<file path="src/rtl/kv_mem_pkg.sv">
// rtl/kv_mem_pkg.sv - shared types and helpers for the cache-line memory arbiter
// Contents:
//   state_e    : arbiter FSM states (IDLE, ISSUE, WAIT, RETURN)
//   line_width : bits in one cache line from word width and words per line
package kv_mem_pkg;

    typedef enum logic [1:0] {
        ST_IDLE   = 2'd0,
        ST_ISSUE  = 2'd1,
        ST_WAIT   = 2'd2,
        ST_RETURN = 2'd3
    } state_e;

    function automatic int line_width(input int data_width, input int line_size);
        return data_width * line_size;
    endfunction

endpackage

</file>
<file path="src/rtl/kv_mem_arbiter_if.sv">
// rtl/kv_mem_arbiter_if.sv - requester and memory-side bundle of the line arbiter
// Signals (direction as seen by the arbiter):
//   i_req_valid/o_req_ready/i_req_addr/i_req_we/i_req_wdata : per-requester command
//   o_rsp_valid/i_rsp_ready/o_rsp_data                      : per-requester response
//   o_mem_valid/i_mem_ready/o_mem_addr/o_mem_we/o_mem_wdata : memory command
//   i_mem_rvalid/o_mem_rready/i_mem_rdata                   : memory response
// Modports: master = arbiter side, slave = requesters + memory side.
interface kv_mem_arbiter_if
    import kv_mem_pkg::*;
#(
    parameter int DATA_WIDTH = 32,
    parameter int ADDR_WIDTH = 32,
    parameter int LINE_SIZE  = 4,
    parameter int REQ_NUM    = 2,
    parameter int LINE_WIDTH = line_width(DATA_WIDTH, LINE_SIZE)
) ();

    logic [REQ_NUM-1:0]                 i_req_valid;
    logic [REQ_NUM-1:0]                 o_req_ready;
    logic [REQ_NUM-1:0][ADDR_WIDTH-1:0] i_req_addr;
    logic [REQ_NUM-1:0]                 i_req_we;
    logic [REQ_NUM-1:0][LINE_WIDTH-1:0] i_req_wdata;

    logic [REQ_NUM-1:0]                 o_rsp_valid;
    logic [REQ_NUM-1:0]                 i_rsp_ready;
    logic [LINE_WIDTH-1:0]              o_rsp_data;

    logic                               o_mem_valid;
    logic                               i_mem_ready;
    logic [ADDR_WIDTH-1:0]              o_mem_addr;
    logic                               o_mem_we;
    logic [LINE_WIDTH-1:0]              o_mem_wdata;
    logic                               i_mem_rvalid;
    logic                               o_mem_rready;
    logic [LINE_WIDTH-1:0]              i_mem_rdata;

    modport master (
        input  i_req_valid, i_req_addr, i_req_we, i_req_wdata, i_rsp_ready,
        input  i_mem_ready, i_mem_rvalid, i_mem_rdata,
        output o_req_ready, o_rsp_valid, o_rsp_data,
        output o_mem_valid, o_mem_addr, o_mem_we, o_mem_wdata, o_mem_rready
    );

    modport slave (
        output i_req_valid, i_req_addr, i_req_we, i_req_wdata, i_rsp_ready,
        output i_mem_ready, i_mem_rvalid, i_mem_rdata,
        input  o_req_ready, o_rsp_valid, o_rsp_data,
        input  o_mem_valid, o_mem_addr, o_mem_we, o_mem_wdata, o_mem_rready
    );

endinterface

</file>
<file path="src/rtl/kv_rr_arbiter.sv">
// rtl/kv_rr_arbiter.sv - combinational round-robin pick from a request vector
// Ports:
//   i_req         : request vector
//   i_ptr         : highest-priority index this cycle
//   o_grant       : one-hot grant (zero when no request)
//   o_grant_idx   : binary index of the granted requester
//   o_grant_valid : any request present
module kv_rr_arbiter #(
    parameter int REQ_NUM = 2,
    parameter int IDX_W   = 1
) (
    input  logic [REQ_NUM-1:0] i_req,
    input  logic [IDX_W-1:0]   i_ptr,
    output logic [REQ_NUM-1:0] o_grant,
    output logic [IDX_W-1:0]   o_grant_idx,
    output logic               o_grant_valid
);

    logic [REQ_NUM-1:0] hi_req;
    logic [REQ_NUM-1:0] pick;
    logic [REQ_NUM-1:0] grant;
    logic [IDX_W-1:0]   grant_idx;

    always_comb begin
        hi_req    = '0;
        grant_idx = '0;
        // Requests at or above the pointer win; if none, wrap to the lowest index.
        for (int i = 0; i < REQ_NUM; i++) begin
            hi_req[i] = i_req[i] && (IDX_W'(i) >= i_ptr);
        end
        pick  = (|hi_req) ? hi_req : i_req;
        // Isolate the lowest set bit of the chosen vector.
        grant = pick & (~pick + REQ_NUM'(1));
        for (int i = 0; i < REQ_NUM; i++) begin
            if (grant[i]) begin
                grant_idx = IDX_W'(i);
            end
        end
    end

    assign o_grant       = grant;
    assign o_grant_idx   = grant_idx;
    assign o_grant_valid = |i_req;

endmodule

</file>
<file path="src/rtl/kv_mem_arbiter.sv">
// rtl/kv_mem_arbiter.sv - round-robin single-outstanding arbiter onto one line-wide memory port
// Ports:
//   i_clk  : clock
//   i_rstn : asynchronous active-low reset
//   bus    : requester command/response and memory command/response (master modport)
// One transaction at a time: accept in IDLE, present command in ISSUE, collect the
// memory response in WAIT, hand it to the owner in RETURN.
module kv_mem_arbiter
    import kv_mem_pkg::*;
#(
    parameter int DATA_WIDTH = 32,
    parameter int ADDR_WIDTH = 32,
    parameter int LINE_SIZE  = 4,
    parameter int REQ_NUM    = 2
) (
    input  logic              i_clk,
    input  logic              i_rstn,
    kv_mem_arbiter_if.master  bus
);

    localparam int LINE_WIDTH = line_width(DATA_WIDTH, LINE_SIZE);
    localparam int IDX_W      = (REQ_NUM > 1) ? $clog2(REQ_NUM) : 1;

    state_e                 state_q, state_d;
    logic [IDX_W-1:0]       ptr_q, ptr_d;
    logic [IDX_W-1:0]       owner_q, owner_d;
    logic [ADDR_WIDTH-1:0]  addr_q, addr_d;
    logic                   we_q, we_d;
    logic [LINE_WIDTH-1:0]  wdata_q, wdata_d;
    logic [LINE_WIDTH-1:0]  rdata_q, rdata_d;

    logic [REQ_NUM-1:0]     grant_oh;
    logic [IDX_W-1:0]       grant_idx;
    logic                   grant_vld;

    logic [REQ_NUM-1:0]     req_ready;
    logic [REQ_NUM-1:0]     rsp_valid;
    logic                   mem_valid;
    logic                   mem_rready;

    kv_rr_arbiter #(
        .REQ_NUM (REQ_NUM),
        .IDX_W   (IDX_W)
    ) u_rr (
        .i_req         (bus.i_req_valid),
        .i_ptr         (ptr_q),
        .o_grant       (grant_oh),
        .o_grant_idx   (grant_idx),
        .o_grant_valid (grant_vld)
    );

    always_ff @(posedge i_clk or negedge i_rstn) begin
        if (!i_rstn) begin
            state_q <= ST_IDLE;
            ptr_q   <= '0;
            owner_q <= '0;
            addr_q  <= '0;
            we_q    <= 1'b0;
            wdata_q <= '0;
            rdata_q <= '0;
        end else begin
            state_q <= state_d;
            ptr_q   <= ptr_d;
            owner_q <= owner_d;
            addr_q  <= addr_d;
            we_q    <= we_d;
            wdata_q <= wdata_d;
            rdata_q <= rdata_d;
        end
    end

    always_comb begin
        state_d    = state_q;
        ptr_d      = ptr_q;
        owner_d    = owner_q;
        addr_d     = addr_q;
        we_d       = we_q;
        wdata_d    = wdata_q;
        rdata_d    = rdata_q;
        req_ready  = '0;
        rsp_valid  = '0;
        mem_valid  = 1'b0;
        mem_rready = 1'b0;

        case (state_q)
            ST_IDLE: begin
                // Ready goes only to the grant, so a grant is also a handshake.
                req_ready = grant_oh;
                if (grant_vld) begin
                    addr_d  = bus.i_req_addr[grant_idx];
                    we_d    = bus.i_req_we[grant_idx];
                    wdata_d = bus.i_req_wdata[grant_idx];
                    owner_d = grant_idx;
                    if (grant_idx == IDX_W'(REQ_NUM - 1)) begin
                        ptr_d = '0;
                    end else begin
                        ptr_d = grant_idx + IDX_W'(1);
                    end
                    state_d = ST_ISSUE;
                end
            end
            ST_ISSUE: begin
                mem_valid = 1'b1;
                if (bus.i_mem_ready) begin
                    state_d = ST_WAIT;
                end
            end
            ST_WAIT: begin
                mem_rready = 1'b1;
                if (bus.i_mem_rvalid) begin
                    // Write acks are captured too; the owner simply ignores the data.
                    rdata_d = bus.i_mem_rdata;
                    state_d = ST_RETURN;
                end
            end
            ST_RETURN: begin
                for (int i = 0; i < REQ_NUM; i++) begin
                    rsp_valid[i] = (owner_q == IDX_W'(i));
                end
                if (bus.i_rsp_ready[owner_q]) begin
                    state_d = ST_IDLE;
                end
            end
            default: begin
                state_d = ST_IDLE;
            end
        endcase
    end

    // Ready is combinational from the request inputs; mask it while reset is held
    // so every output is quiet for the whole reset window.
    assign bus.o_req_ready  = req_ready & {REQ_NUM{i_rstn}};
    assign bus.o_rsp_valid  = rsp_valid;
    assign bus.o_rsp_data   = rdata_q;
    assign bus.o_mem_valid  = mem_valid;
    assign bus.o_mem_addr   = addr_q;
    assign bus.o_mem_we     = we_q;
    assign bus.o_mem_wdata  = wdata_q;
    assign bus.o_mem_rready = mem_rready;

endmodule

</file>
<file path="src/flat_wrapper.sv">
// flat-port wrapper written by rule: the top's interface ports become plain ports
module kv_mem_arbiter_flat import kv_mem_pkg::*;
#(
    parameter int DATA_WIDTH = 32,
    parameter int ADDR_WIDTH = 32,
    parameter int LINE_SIZE  = 4,
    parameter int REQ_NUM    = 2
)
  (i_clk, i_rstn, bus_i_req_valid, bus_i_req_addr, bus_i_req_we, bus_i_req_wdata, bus_i_rsp_ready, bus_i_mem_ready, bus_i_mem_rvalid, bus_i_mem_rdata, bus_o_req_ready, bus_o_rsp_valid, bus_o_rsp_data, bus_o_mem_valid, bus_o_mem_addr, bus_o_mem_we, bus_o_mem_wdata, bus_o_mem_rready);
  kv_mem_arbiter_if #(.DATA_WIDTH(DATA_WIDTH), .ADDR_WIDTH(ADDR_WIDTH), .LINE_SIZE(LINE_SIZE), .REQ_NUM(REQ_NUM)) bus_i ();
  input  logic i_clk;
  input  logic i_rstn;
  input wire logic [$bits(bus_i.i_req_valid)-1:0] bus_i_req_valid;
  input wire logic [$bits(bus_i.i_req_addr)-1:0] bus_i_req_addr;
  input wire logic [$bits(bus_i.i_req_we)-1:0] bus_i_req_we;
  input wire logic [$bits(bus_i.i_req_wdata)-1:0] bus_i_req_wdata;
  input wire logic [$bits(bus_i.i_rsp_ready)-1:0] bus_i_rsp_ready;
  input wire logic [$bits(bus_i.i_mem_ready)-1:0] bus_i_mem_ready;
  input wire logic [$bits(bus_i.i_mem_rvalid)-1:0] bus_i_mem_rvalid;
  input wire logic [$bits(bus_i.i_mem_rdata)-1:0] bus_i_mem_rdata;
  output wire logic [$bits(bus_i.o_req_ready)-1:0] bus_o_req_ready;
  output wire logic [$bits(bus_i.o_rsp_valid)-1:0] bus_o_rsp_valid;
  output wire logic [$bits(bus_i.o_rsp_data)-1:0] bus_o_rsp_data;
  output wire logic [$bits(bus_i.o_mem_valid)-1:0] bus_o_mem_valid;
  output wire logic [$bits(bus_i.o_mem_addr)-1:0] bus_o_mem_addr;
  output wire logic [$bits(bus_i.o_mem_we)-1:0] bus_o_mem_we;
  output wire logic [$bits(bus_i.o_mem_wdata)-1:0] bus_o_mem_wdata;
  output wire logic [$bits(bus_i.o_mem_rready)-1:0] bus_o_mem_rready;
  assign bus_i.i_req_valid = bus_i_req_valid;
  assign bus_i.i_req_addr = bus_i_req_addr;
  assign bus_i.i_req_we = bus_i_req_we;
  assign bus_i.i_req_wdata = bus_i_req_wdata;
  assign bus_i.i_rsp_ready = bus_i_rsp_ready;
  assign bus_i.i_mem_ready = bus_i_mem_ready;
  assign bus_i.i_mem_rvalid = bus_i_mem_rvalid;
  assign bus_i.i_mem_rdata = bus_i_mem_rdata;
  assign bus_o_req_ready = bus_i.o_req_ready;
  assign bus_o_rsp_valid = bus_i.o_rsp_valid;
  assign bus_o_rsp_data = bus_i.o_rsp_data;
  assign bus_o_mem_valid = bus_i.o_mem_valid;
  assign bus_o_mem_addr = bus_i.o_mem_addr;
  assign bus_o_mem_we = bus_i.o_mem_we;
  assign bus_o_mem_wdata = bus_i.o_mem_wdata;
  assign bus_o_mem_rready = bus_i.o_mem_rready;
  kv_mem_arbiter #(.DATA_WIDTH(DATA_WIDTH), .ADDR_WIDTH(ADDR_WIDTH), .LINE_SIZE(LINE_SIZE), .REQ_NUM(REQ_NUM)) u_core (.i_clk(i_clk), .i_rstn(i_rstn), .bus(bus_i));
endmodule
</file>
<file path="config.mk">
export PLATFORM = sky130hd
export DESIGN_NAME = kv_mem_arbiter_flat
export DESIGN_NICKNAME = d
export VERILOG_FILES = /design/src/rtl/kv_mem_pkg.sv /design/src/rtl/kv_mem_arbiter_if.sv /design/src/rtl/kv_rr_arbiter.sv /design/src/rtl/kv_mem_arbiter.sv /design/src/flat_wrapper.sv
export SDC_FILE = /design/constraint.sdc
export NUM_CORES = 1
export LEC_CHECK = 0
export ABC_AREA = 1
export CAP_MARGIN = 10
export CORE_AREA = 2 2 293 295
export DETAILED_ROUTE_END_ITERATION = 6
export DIE_AREA = 0 0 295 297
export GPL_ROUTABILITY_DRIVEN = 1
export SYNTH_ARGS = -nofsm -noshare
export SYNTH_HDL_FRONTEND = slang
export SYNTH_SLANG_ARGS = --single-unit
</file>
<file path="constraint.sdc">
create_clock -name i_clk -period 2.9 [get_ports i_clk]
set_clock_uncertainty 0.15 [all_clocks]
set_input_delay 0.725 -clock i_clk [delete_from_list [all_inputs] [get_ports i_clk]]
set_output_delay 0.725 -clock i_clk [all_outputs]
set_load 0.05 [all_outputs]
</file>
==> results.json, run 1 <==
{
  "outcome": "completed",
  "grt_util_all_layers": 0.1137,
  "timing.max_cap.violations": 0,
  "place.port_buffers": 752,
  "ios": 753,
  "busiest_layer": "met2",
  "finalHoldViolations": 0,
  "critical_path.max_fanout": 3,
  "core_area_sq_um": 84480,
  "post_synth_inst_count": 1209,
  "setup_violations": 0,
  "final_critical_path_setup_slack_ps": 112.7,
  "synth.net_count": 1671,
  "grt_pass1_vias": 12094,
  "timing.fmax_mhz": 358.8,
  "grt_max_degree": 122,
  "total_power_draw_mw": 29.76,
  "yosysTopAreaCellShare": 0.5948,
  "first_iter_violations": 448,
  "post-place-ws_ps": -329.3,
  "cts_buffer_depth": 3,
  "area_growth_syn_to_layout_pct": 84.13,
  "clk_pin_slew_worst_setup_hold_paths_ps": 60,
  "rsz_0062_raised_after_global_routing": "no",
  "synth.ff_latch_count": 293,
  "layout.filler_cells": 8864,
  "criticalPathCategory": "input pin to output pin",
  "power.share.clock": 0.168,
  "remaining_drc_errors": 0,
  "layout.cells.most_common_list": "742 x sky130_fd_sc_hd__clkdlybuf4s50_1, 339 x sky130_fd_sc_hd__nand2_1, 324 x sky130_fd_sc_hd__nand3_1, 291 x sky130_fd_sc_hd__dfrtp_1, 128 x sky130_fd_sc_hd__mux2_2",
  "commonest_non_fill_non_tap_cell_in_the_layout": "sky130_fd_sc_hd__clkdlybuf4s50_1",
  "end_kind": "output pin",
  "cts.sinks": 293,
  "ir_drop_uv": 699.6,
  "h-tree-depth": 2,
  "cell_internal_pwr_mw": 15.28,
  "power_frac_seq": 0.248,
  "clock_latency_ps": 560,
  "drt-wirelength-per-cell_microns": 16.76,
  "final_nets": 2423,
  "grt.met1_usage": 0.1281,
  "synth_area_leader_cell": "sky130_fd_sc_hd__dfrtp_1",
  "avgSynthCellArea_sq_um": 10.20,
  "max_slew_margin": 0.4129,
  "global_route_wire_length_before_repair_microns": 76110,
  "detail-route-antenna-nets": 0,
  "total_switching_power_mw": 14.48,
  "proportion_of_synthesized_chip_area_in_sequential_cells": 0.5948,
  "gpl.final_weighted_congestion": 0.8125,
  "die_area_sq_um": 87620,
  "cts-buffers-inserted": 39,
  "swShare": 0.4867,
  "netlist_top_cells_area": "sky130_fd_sc_hd__dfrtp_1 59%, sky130_fd_sc_hd__nand3_1 13%, sky130_fd_sc_hd__mux2_2 12%",
  "critical_path_arrival_ps": 1910,
  "finalCritPeriodShare": 0.9612,
  "postRouteWirelength_microns": 52520,
  "vias_per_cell": 3.747,
  "gr-total-overflow": 0,
  "ys.warnings.count": 0,
  "dpl_cell_area_sq_um": 21350,
  "die_w_microns": 295,
  "number_of_core_rows": 107,
  "report.final.slew_viol_count": 0,
  "floorplan.initialDensity": 0.1459,
  "cts_tree": "yes",
  "final_design_area_no_fill_sq_um": 22700,
  "grt.met2_usage": 0.1994,
  "holdBufCountCts": 0,
  "antenna_found_initial": 1,
  "die_height_microns": 297,
  "met3_usage": 0.03624,
  "place.detailed.hpwl_microns": 39080,
  "cp_data_required_time_ps": 2030,
  "netlist_area_sq_um": 12330,
  "finalCoreUtilization": 0.2687,
  "fraction_of_final_layout_cells_sized_beyond_drive_strength_1": 0.1278,
  "power-per-cell-area_nw_per_um2": 1311,
  "leakage_nw": 9.491,
  "drt_pre_antenna_iters": 5,
  "min_path_type": "input pin to asynchronous set/reset pin",
  "timing_worst_slew_pin_value_ps": 880.6,
  "final_period_minus_worst_setup_slack_ps": 2787,
  "post_synth_num_cell_types": 20,
  "timing.setup.tns_ps": 0,
  "p_comb_frac": 0.584,
  "cts_root_buffer": "sky130_fd_sc_hd__clkbuf_16",
  "detailroute.via_count": 11740,
  "timing.critical_path.from_type": "input pin"
}
path summary, 6_finish.rpt:
kind	startpoint	endpoint	slack [ps]	depth (start not counted)
setup reg to reg	u_core.state_q[0]	u_core.bus.o_mem_wdata[39]	790	8
min in group i_clk	u_core.bus.o_mem_addr[31]	u_core.bus.o_mem_addr[31]	330	2
max in group asynchronous	i_rstn	u_core.bus.o_rsp_data[67]	1660	3
setup / recovery	bus_i_req_valid[0]	bus_o_req_ready[0]	110	7
hold reg to reg	u_core.bus.o_mem_addr[31]	u_core.bus.o_mem_addr[31]	330	2
hold / removal	i_rstn	u_core.bus.o_mem_wdata[54]	30	2
critical path: stages:
cell and delay, ps:
sky130_fd_sc_hd__dlygate4sd2_1 290, sky130_fd_sc_hd__buf_6 150, sky130_fd_sc_hd__inv_2 70, sky130_fd_sc_hd__o21ai_4 190
sky130_fd_sc_hd__nand2_2 160, sky130_fd_sc_hd__nor2_2 160, sky130_fd_sc_hd__buf_12 150
stage by stage:
step | instances | hold slack, ps
floorplan | 1209 | 279.4
detailed placement | 3063 | 322.7
finish | 3133 | 26.43
global route | 3132 | 67.02
CTS | 3131 | 45.29
global placement | 3063 | 312.4
kinds of logic (layout without fill, tap and decap cells):
family / after synthesis / after routing / share of synthesized area
compound gates: 5 / 5 / 0.002639
fa+ha+maj: 4 / 4 / 0.004060
buf+inv: 106 / 885 / 0.04263
flops: 293 / 293 / 0.5948
mux: 128 / 128 / 0.1169
other cells: 0 / 1 / 0
simple gates: 673 / 673 / 0.2389
final cells by class:
| type | count | area, sq um | area share |
|---|---|---|---|
| antenna | 1 | 2.502 | 0.0001103 |
| clock buffer | 58 | 1157 | 0.05099 |
| clock inverter | 10 | 151.4 | 0.006670 |
| inverter | 22 | 87.58 | 0.003859 |
| multi-input combinational | 810 | 4517 | 0.1990 |
| sequential | 293 | 7335 | 0.3232 |
| tap | 1144 | 1431 | 0.06306 |
| timing repair buffer | 795 | 8015 | 0.3531 |
sequential cells by signal, indices dropped and copies added (netlist names):
signal                  cells
u_core.bus.o_mem_wdata    128
u_core.bus.o_rsp_data     128
u_core.bus.o_mem_addr      32
u_core.state_q              2
u_core.bus.o_mem_we         1
u_core.owner_q              1
u_core.ptr_q                1
cells in the mapped netlist:
master                     count
sky130_fd_sc_hd__a21oi_2       1
sky130_fd_sc_hd__buf_2        51
sky130_fd_sc_hd__dfrtp_1     293
sky130_fd_sc_hd__mux2_2      128
sky130_fd_sc_hd__nor2_4        1
sky130_fd_sc_hd__buf_6         2
sky130_fd_sc_hd__or2_2         1
sky130_fd_sc_hd__inv_1        19
sky130_fd_sc_hd__nor2_1        5
sky130_fd_sc_hd__buf_1         2
sky130_fd_sc_hd__ha_1          4
sky130_fd_sc_hd__nand2_1     341
sky130_fd_sc_hd__o21ai_2       1
sky130_fd_sc_hd__buf_4        13
sky130_fd_sc_hd__clkbuf_1     16
sky130_fd_sc_hd__o21ai_0       2
sky130_fd_sc_hd__inv_2         3
sky130_fd_sc_hd__nand3_1     324
sky130_fd_sc_hd__nand3b_1      1
sky130_fd_sc_hd__a21oi_1       1
per-layer routing:
| metal | part of all wire | routed length (microns) |
|---|---|---|
| met1 | 0.39 | 20370 |
| met2 | 0.49 | 25740 |
| met3 | 0.089 | 4696 |
| met4 | 0.032 | 1696 |
| met5 | 0.00019 | 10 |
power groups by stage:
stage	Clock [mW]	Combinational (mW)	Sequential, mW
2_1_floorplan	0	3.82	14.4
3_5_place_dp	0	17.5	7.39
4_1_cts	5.16	17.6	7.38
3_3_place_gp	0	17.5	7.35
6_report	4.99	17.4	7.38
5_1_grt	5.34	18.2	7.61
what timing repair did:
| item | 4_1_cts | 5_1_grt |
|---|---|---|
| setup endpoints to repair | 3 | 2 |
| gates resized for setup | 10 | 4 |
| buffers inserted | 0 | 1 |
| pin swaps | 0 | 0 |
No activity file was read; power rests on OpenSTA's default activity.
==> run 2, diff against run 1 <==
CAP_MARGIN = unset   (was 10)
MAX_ROUTING_LAYER = met4   (was unset)
SETUP_SLACK_MARGIN = 0.15   (was unset)
==> results.json, run 2 (synthesis gave the netlist of run 1 again) <==
{
  "final_critical_path_setup_slack_ps": 222.0,
  "met1Wirelength_microns": 21690,
  "post-place-ws_ps": 51.15,
  "finalCoreUtilization": 0.2690,
  "worstSetupStartpoint": "u_core.bus.o_rsp_data[112]",
  "commonest_non_fill_non_tap_cell_in_the_layout": "sky130_fd_sc_hd__clkdlybuf4s50_1",
  "remaining_drc_errors": 0,
  "cts_root_buffer": "sky130_fd_sc_hd__clkbuf_16",
  "critical_path.n_buffers_inverters": 1,
  "max_slew_margin": 0.3718,
  "die_w_microns": 295,
  "detailroute.wirelength.met3_microns": 3774,
  "gpl.final_weighted_congestion": 0.8129,
  "drt-wirelength-per-cell_microns": 16.86,
  "core_area_sq_um": 84480,
  "reg2reg_setup_slack_ps": 780,
  "number_of_core_rows": 107,
  "rsz_0062_raised_after_global_routing": "yes",
  "final_design_area_no_fill_sq_um": 22730,
  "gr-total-overflow": 0,
  "dpl_cell_area_sq_um": 21390,
  "postRouteWirelength_microns": 52850,
  "first_iter_violations": 465,
  "die_height_microns": 297,
  "min_path_type": "input pin to asynchronous set/reset pin",
  "grt_util_all_layers": 0.1181,
  "power-per-cell-area_nw_per_um2": 1308,
  "ios": 753,
  "report.final.slew_viol_count": 0,
  "finalHoldViolations": 0,
  "outcome": "completed",
  "finalCritPeriodShare": 0.9234,
  "timing.fmax_mhz": 373.4,
  "place.detailed.hpwl_microns": 39710,
  "final_nets": 2425,
  "detail-route-antenna-nets": 0,
  "cts_tree": "yes",
  "worstSetupPathDepth": 1,
  "timing_worst_slew_pin_value_ps": 942.4,
  "ff2ff_path_depth": 9,
  "critical-path-top-delay-family": "buffers and inverters",
  "clk_pin_slew_worst_setup_hold_paths_ps": 50,
  "cts_buffer_depth": 3,
  "worst_path_largest_cell_delay_ps": 850,
  "maxUsedRoutingLayer": "met4",
  "critical_path.endpoint": "bus_o_rsp_data[112]",
  "layout.cells.most_common_list": "732 x sky130_fd_sc_hd__clkdlybuf4s50_1, 339 x sky130_fd_sc_hd__nand2_1, 324 x sky130_fd_sc_hd__nand3_1, 293 x sky130_fd_sc_hd__dfrtp_1, 128 x sky130_fd_sc_hd__mux2_2",
  "timing.setup.tns_ps": 0,
  "place.port_buffers": 752,
  "ir_drop_uv": 656.5,
  "global_route_wire_length_before_repair_microns": 76280,
  "timing.critical_path.from_type": "flip-flop",
  "crit-reg2reg-capture": "u_core.bus.o_mem_addr[10]",
  "critical_path.max_fanout": 2,
  "die_area_sq_um": 87620,
  "detailroute.via_count": 11775,
  "fraction_of_final_layout_cells_sized_beyond_drive_strength_1": 0.1292,
  "criticalPathCategory": "flip-flop to output pin",
  "floorplan.initialDensity": 0.1459,
  "crit_chain": "clkdlybuf4s50_1",
  "setup_violations": 0,
  "cp_data_required_time_ps": 2030,
  "end_kind": "output pin",
  "reg2reg_from": "u_core.state_q[0]",
  "area_growth_syn_to_layout_pct": 84.36,
  "final_period_minus_worst_setup_slack_ps": 2678,
  "grt_pass1_vias": 12131,
  "h-tree-depth": 2,
  "clock_latency_ps": 540,
  "crit_slowest_cell": "sky130_fd_sc_hd__clkdlybuf4s50_1",
  "antenna_found_initial": 2,
  "routed-wl-met2_microns": 25620,
  "vias_per_cell": 3.757,
  "timing.max_cap.violations": 0,
  "drt_pre_antenna_iters": 4,
  "critical_path_arrival_ps": 1800,
  "grt_max_degree": 132,
  "leakage_nw": 9.558,
  "cts-buffers-inserted": 38,
  "cts.sinks": 293
}
run 2: what timing repair did:
action	CTS	global route
setup buffers	2	3
hold buffers	1	0
pin swaps	1	5
resized for setup	12	8
hold endpoints to repair	19	0
setup endpoints to repair	9	5
run 2: per-stage QoR:
step | total power, mW | std cells | hold WS, ps
4_1_cts | 30.12 | 3130 | 102.2
6_report | 29.73 | 3134 | 24.07
2_1_floorplan | 18.19 | 1209 | 279.4
3_3_place_gp | 25.03 | 3061 | 315.2
3_5_place_dp | 25.11 | 3061 | 315.7
5_1_grt | 31.17 | 3133 | 107.8
run 2: worst min path at each step:
| stage | end | slack, ps | depth (start not counted) | startpoint |
|---|---|---|---|---|
| final | u_core.bus.o_mem_wdata[40] | 20 | 2 | i_rstn |
| after global routing | u_core.bus.o_mem_wdata[40] | 110 | 2 | i_rstn |
| after CTS | u_core.bus.o_mem_wdata[40] | 100 | 2 | i_rstn |
| after detailed placement | u_core.bus.o_mem_we | 320 | 2 | u_core.bus.o_mem_we |
| after global placement | u_core.bus.o_mem_we | 320 | 2 | u_core.bus.o_mem_we |
| after floorplan | u_core.bus.o_mem_addr[0] | 280 | 0 | i_rstn |
run 2: where the power goes:
| group | switching (mW) | internal [mW] | total [mW] |
|---|---|---|---|
| registers | 1.22 | 6.19 | 7.41 |
| clock network | 1.90 | 2.85 | 4.76 |
| logic | 11.4 | 6.12 | 17.6 |
run 2: final cells by class:
class                           instances  area, sq um
Sequential cell                       293         7332
Antenna cell                            1        2.502
Clock inverter                         10        100.1
Clock buffer                           56         1160
Inverter                               22        90.09
Timing Repair Buffer                  798         8088
Multi-Input combinational cell        810         4522
Fill cell                            8916        61750
Tap cell                             1144         1431
run 2: routing by layer:
layer,track usage,vias to the layer above
met4,0.04410,0
met3,0.02578,82
met2,0.1970,486
li1,-,5555
met5,-,-
met1,0.1385,5652
==> run 3, diff against run 2 <==
CORE_AREA = 10 10 284 286   (was 2 2 293 295)
DIE_AREA = 0 0 294 296   (was 0 0 295 297)
==> results.json, run 3 (synthesis gave the netlist of run 1 again) <==
{
  "number_of_core_rows": 101,
  "gpl.final_weighted_congestion": 0.8342,
  "p_comb_frac": 0.598,
  "max_slew_margin": 0.3885,
  "fraction_of_final_layout_cells_sized_beyond_drive_strength_1": 0.1281,
  "criticalPathCategory": "flip-flop to output pin",
  "timing_worst_slew_pin_value_ps": 917.3,
  "critical_path_arrival_ps": 1850,
  "grt_max_degree": 143,
  "cp_data_required_time_ps": 2030,
  "leakage_nw": 9.503,
  "timing.setup.tns_ps": 0,
  "timing.max_cap.violations": 0,
  "cts_root_buffer": "sky130_fd_sc_hd__clkbuf_16",
  "die_w_microns": 294,
  "swShare": 0.4939,
  "clock_latency_ps": 540,
  "clk_pin_slew_worst_setup_hold_paths_ps": 60,
  "min_path_type": "input pin to asynchronous set/reset pin",
  "place.detailed.hpwl_microns": 45510,
  "critical_path.max_fanout": 2,
  "grt_pass1_vias": 12625,
  "crit_slowest_cell": "sky130_fd_sc_hd__clkdlybuf4s50_1",
  "dpl_cell_area_sq_um": 21220,
  "ios": 753,
  "power-per-cell-area_nw_per_um2": 1316,
  "floorplan.initialDensity": 0.1639,
  "power.share.clock": 0.152,
  "finalCritPeriodShare": 0.9380,
  "setup_violations": 0,
  "core_area_sq_um": 75190,
  "h-tree-depth": 2,
  "outcome": "completed",
  "drt_pre_antenna_iters": 5,
  "cts_buffer_depth": 3,
  "detail-route-antenna-nets": 0,
  "die_area_sq_um": 87020,
  "end_kind": "output pin",
  "layout.cells.most_common_list": "734 x sky130_fd_sc_hd__clkdlybuf4s50_1, 340 x sky130_fd_sc_hd__nand2_1, 324 x sky130_fd_sc_hd__nand3_1, 293 x sky130_fd_sc_hd__dfrtp_1, 128 x sky130_fd_sc_hd__mux2_2",
  "rsz_0062_raised_after_global_routing": "yes",
  "final_design_area_no_fill_sq_um": 22430,
  "antenna_found_initial": 5,
  "grt.met2_usage": 0.2133,
  "drt-wirelength-per-cell_microns": 19.66,
  "die_height_microns": 296,
  "timing.fmax_mhz": 367.6,
  "critical_path.n_buffers_inverters": 1,
  "report.final.slew_viol_count": 0,
  "vias_per_cell": 3.943,
  "met3_usage": 0.04393,
  "area_growth_syn_to_layout_pct": 81.99,
  "timing.critical_path.from_type": "flip-flop",
  "grt_util_all_layers": 0.1304,
  "commonest_non_fill_non_tap_cell_in_the_layout": "sky130_fd_sc_hd__clkdlybuf4s50_1",
  "ir_drop_uv": 725.2,
  "first_iter_violations": 434,
  "cts-buffers-inserted": 36,
  "remaining_drc_errors": 0,
  "cell_internal_pwr_mw": 14.94,
  "worst_path_largest_cell_delay_ps": 850,
  "gr-total-overflow": 0,
  "grt.met1_usage": 0.1473,
  "final_period_minus_worst_setup_slack_ps": 2720,
  "crit_chain": "clkdlybuf4s50_1",
  "cts_tree": "yes",
  "critical-path-top-delay-family": "buffers and inverters",
  "busiest_layer": "met2",
  "final_nets": 2436,
  "postRouteWirelength_microns": 58550,
  "place.port_buffers": 752,
  "detailroute.via_count": 11746,
  "total_switching_power_mw": 14.59,
  "finalHoldViolations": 0,
  "cts.sinks": 293,
  "global_route_wire_length_before_repair_microns": 83240,
  "power_frac_seq": 0.250
}
==> run 3: cell types whose count changed in the layout (fill, tap and decap cells not counted), sizes merged <==
cell           delta
dlygate4sd2       +5
clkinv            -5
inv               +1
diode             +2
clkbuf            +1
buf              +10
clkinvlp          -1
dlymetal6s2s      -4
clkdlybuf4s50     +2
==> run 3: worst paths after layout <==
check / slack [ps] / from / depth (start not counted) / to
setup / recovery: 180 / u_core.bus.o_rsp_data[47] / 1 / bus_o_rsp_data[47]
hold / removal: 80 / i_rstn / 2 / u_core.bus.o_mem_wdata[37]
setup reg to reg: 810 / u_core.state_q[0] / 6 / u_core.bus.o_rsp_data[58]
hold reg to reg: 330 / u_core.bus.o_mem_wdata[127] / 2 / u_core.bus.o_mem_wdata[127]
max in group asynchronous: 1690 / i_rstn / 2 / u_core.bus.o_mem_addr[29]
min in group i_clk: 330 / u_core.bus.o_mem_wdata[127] / 2 / u_core.bus.o_mem_wdata[127]
==> run 3: per-layer routing <==
layer  part of all wire  up-vias
met5                  0        -
met4              0.030        0
met3              0.086       90
met2               0.48      477
met1               0.40     5613
li1                   -     5566
==> run 3: per-stage QoR <==
stage,util,total power [mW],hold slack [ps],worst slack (ps),std cells
after global placement,0.2822,25.18,313.6,50.18,2908
final,0.2984,29.53,84.35,179.7,2979
after CTS,0.2981,29.99,53.35,152.2,2975
after detailed placement,0.2822,25.26,318.5,64.75,2908
after floorplan,-,18.19,279.4,225.3,1209
after global routing,0.2984,31.04,90.00,130.7,2979
==> run 3: area by class of cell <==
class                   instances  area (sq um)
fillers                      7844         52760
clock inverters                 5         65.06
clock buffers                  57          1080
well taps                     978          1224
multi-input cells             810          4509
inverters                      22         90.09
flip-flops and latches        293          7332
repair buffers                811          8127
diodes                          3         7.507
==> run 3: power groups by stage <==
stage | Clock, mW | Sequential, mW | Combinational (mW)
global route | 4.81 | 7.64 | 18.6
floorplan | 0 | 14.4 | 3.82
finish | 4.49 | 7.37 | 17.7
global placement | 0 | 7.37 | 17.8
CTS | 4.68 | 7.37 | 17.9
detailed placement | 0 | 7.39 | 17.9
==> run 3: timing repair <==
| item | 4_1_cts | 5_1_grt |
|---|---|---|
| cloned | 0 | 0 |
| hold buffers | 1 | 0 |
| buffers inserted | 4 | 1 |
| resized for setup | 17 | 1 |
| endpoints found under the setup margin | 12 | 2 |
| hold endpoints to repair | 9 | 0 |
| pin swaps | 2 | 1 |
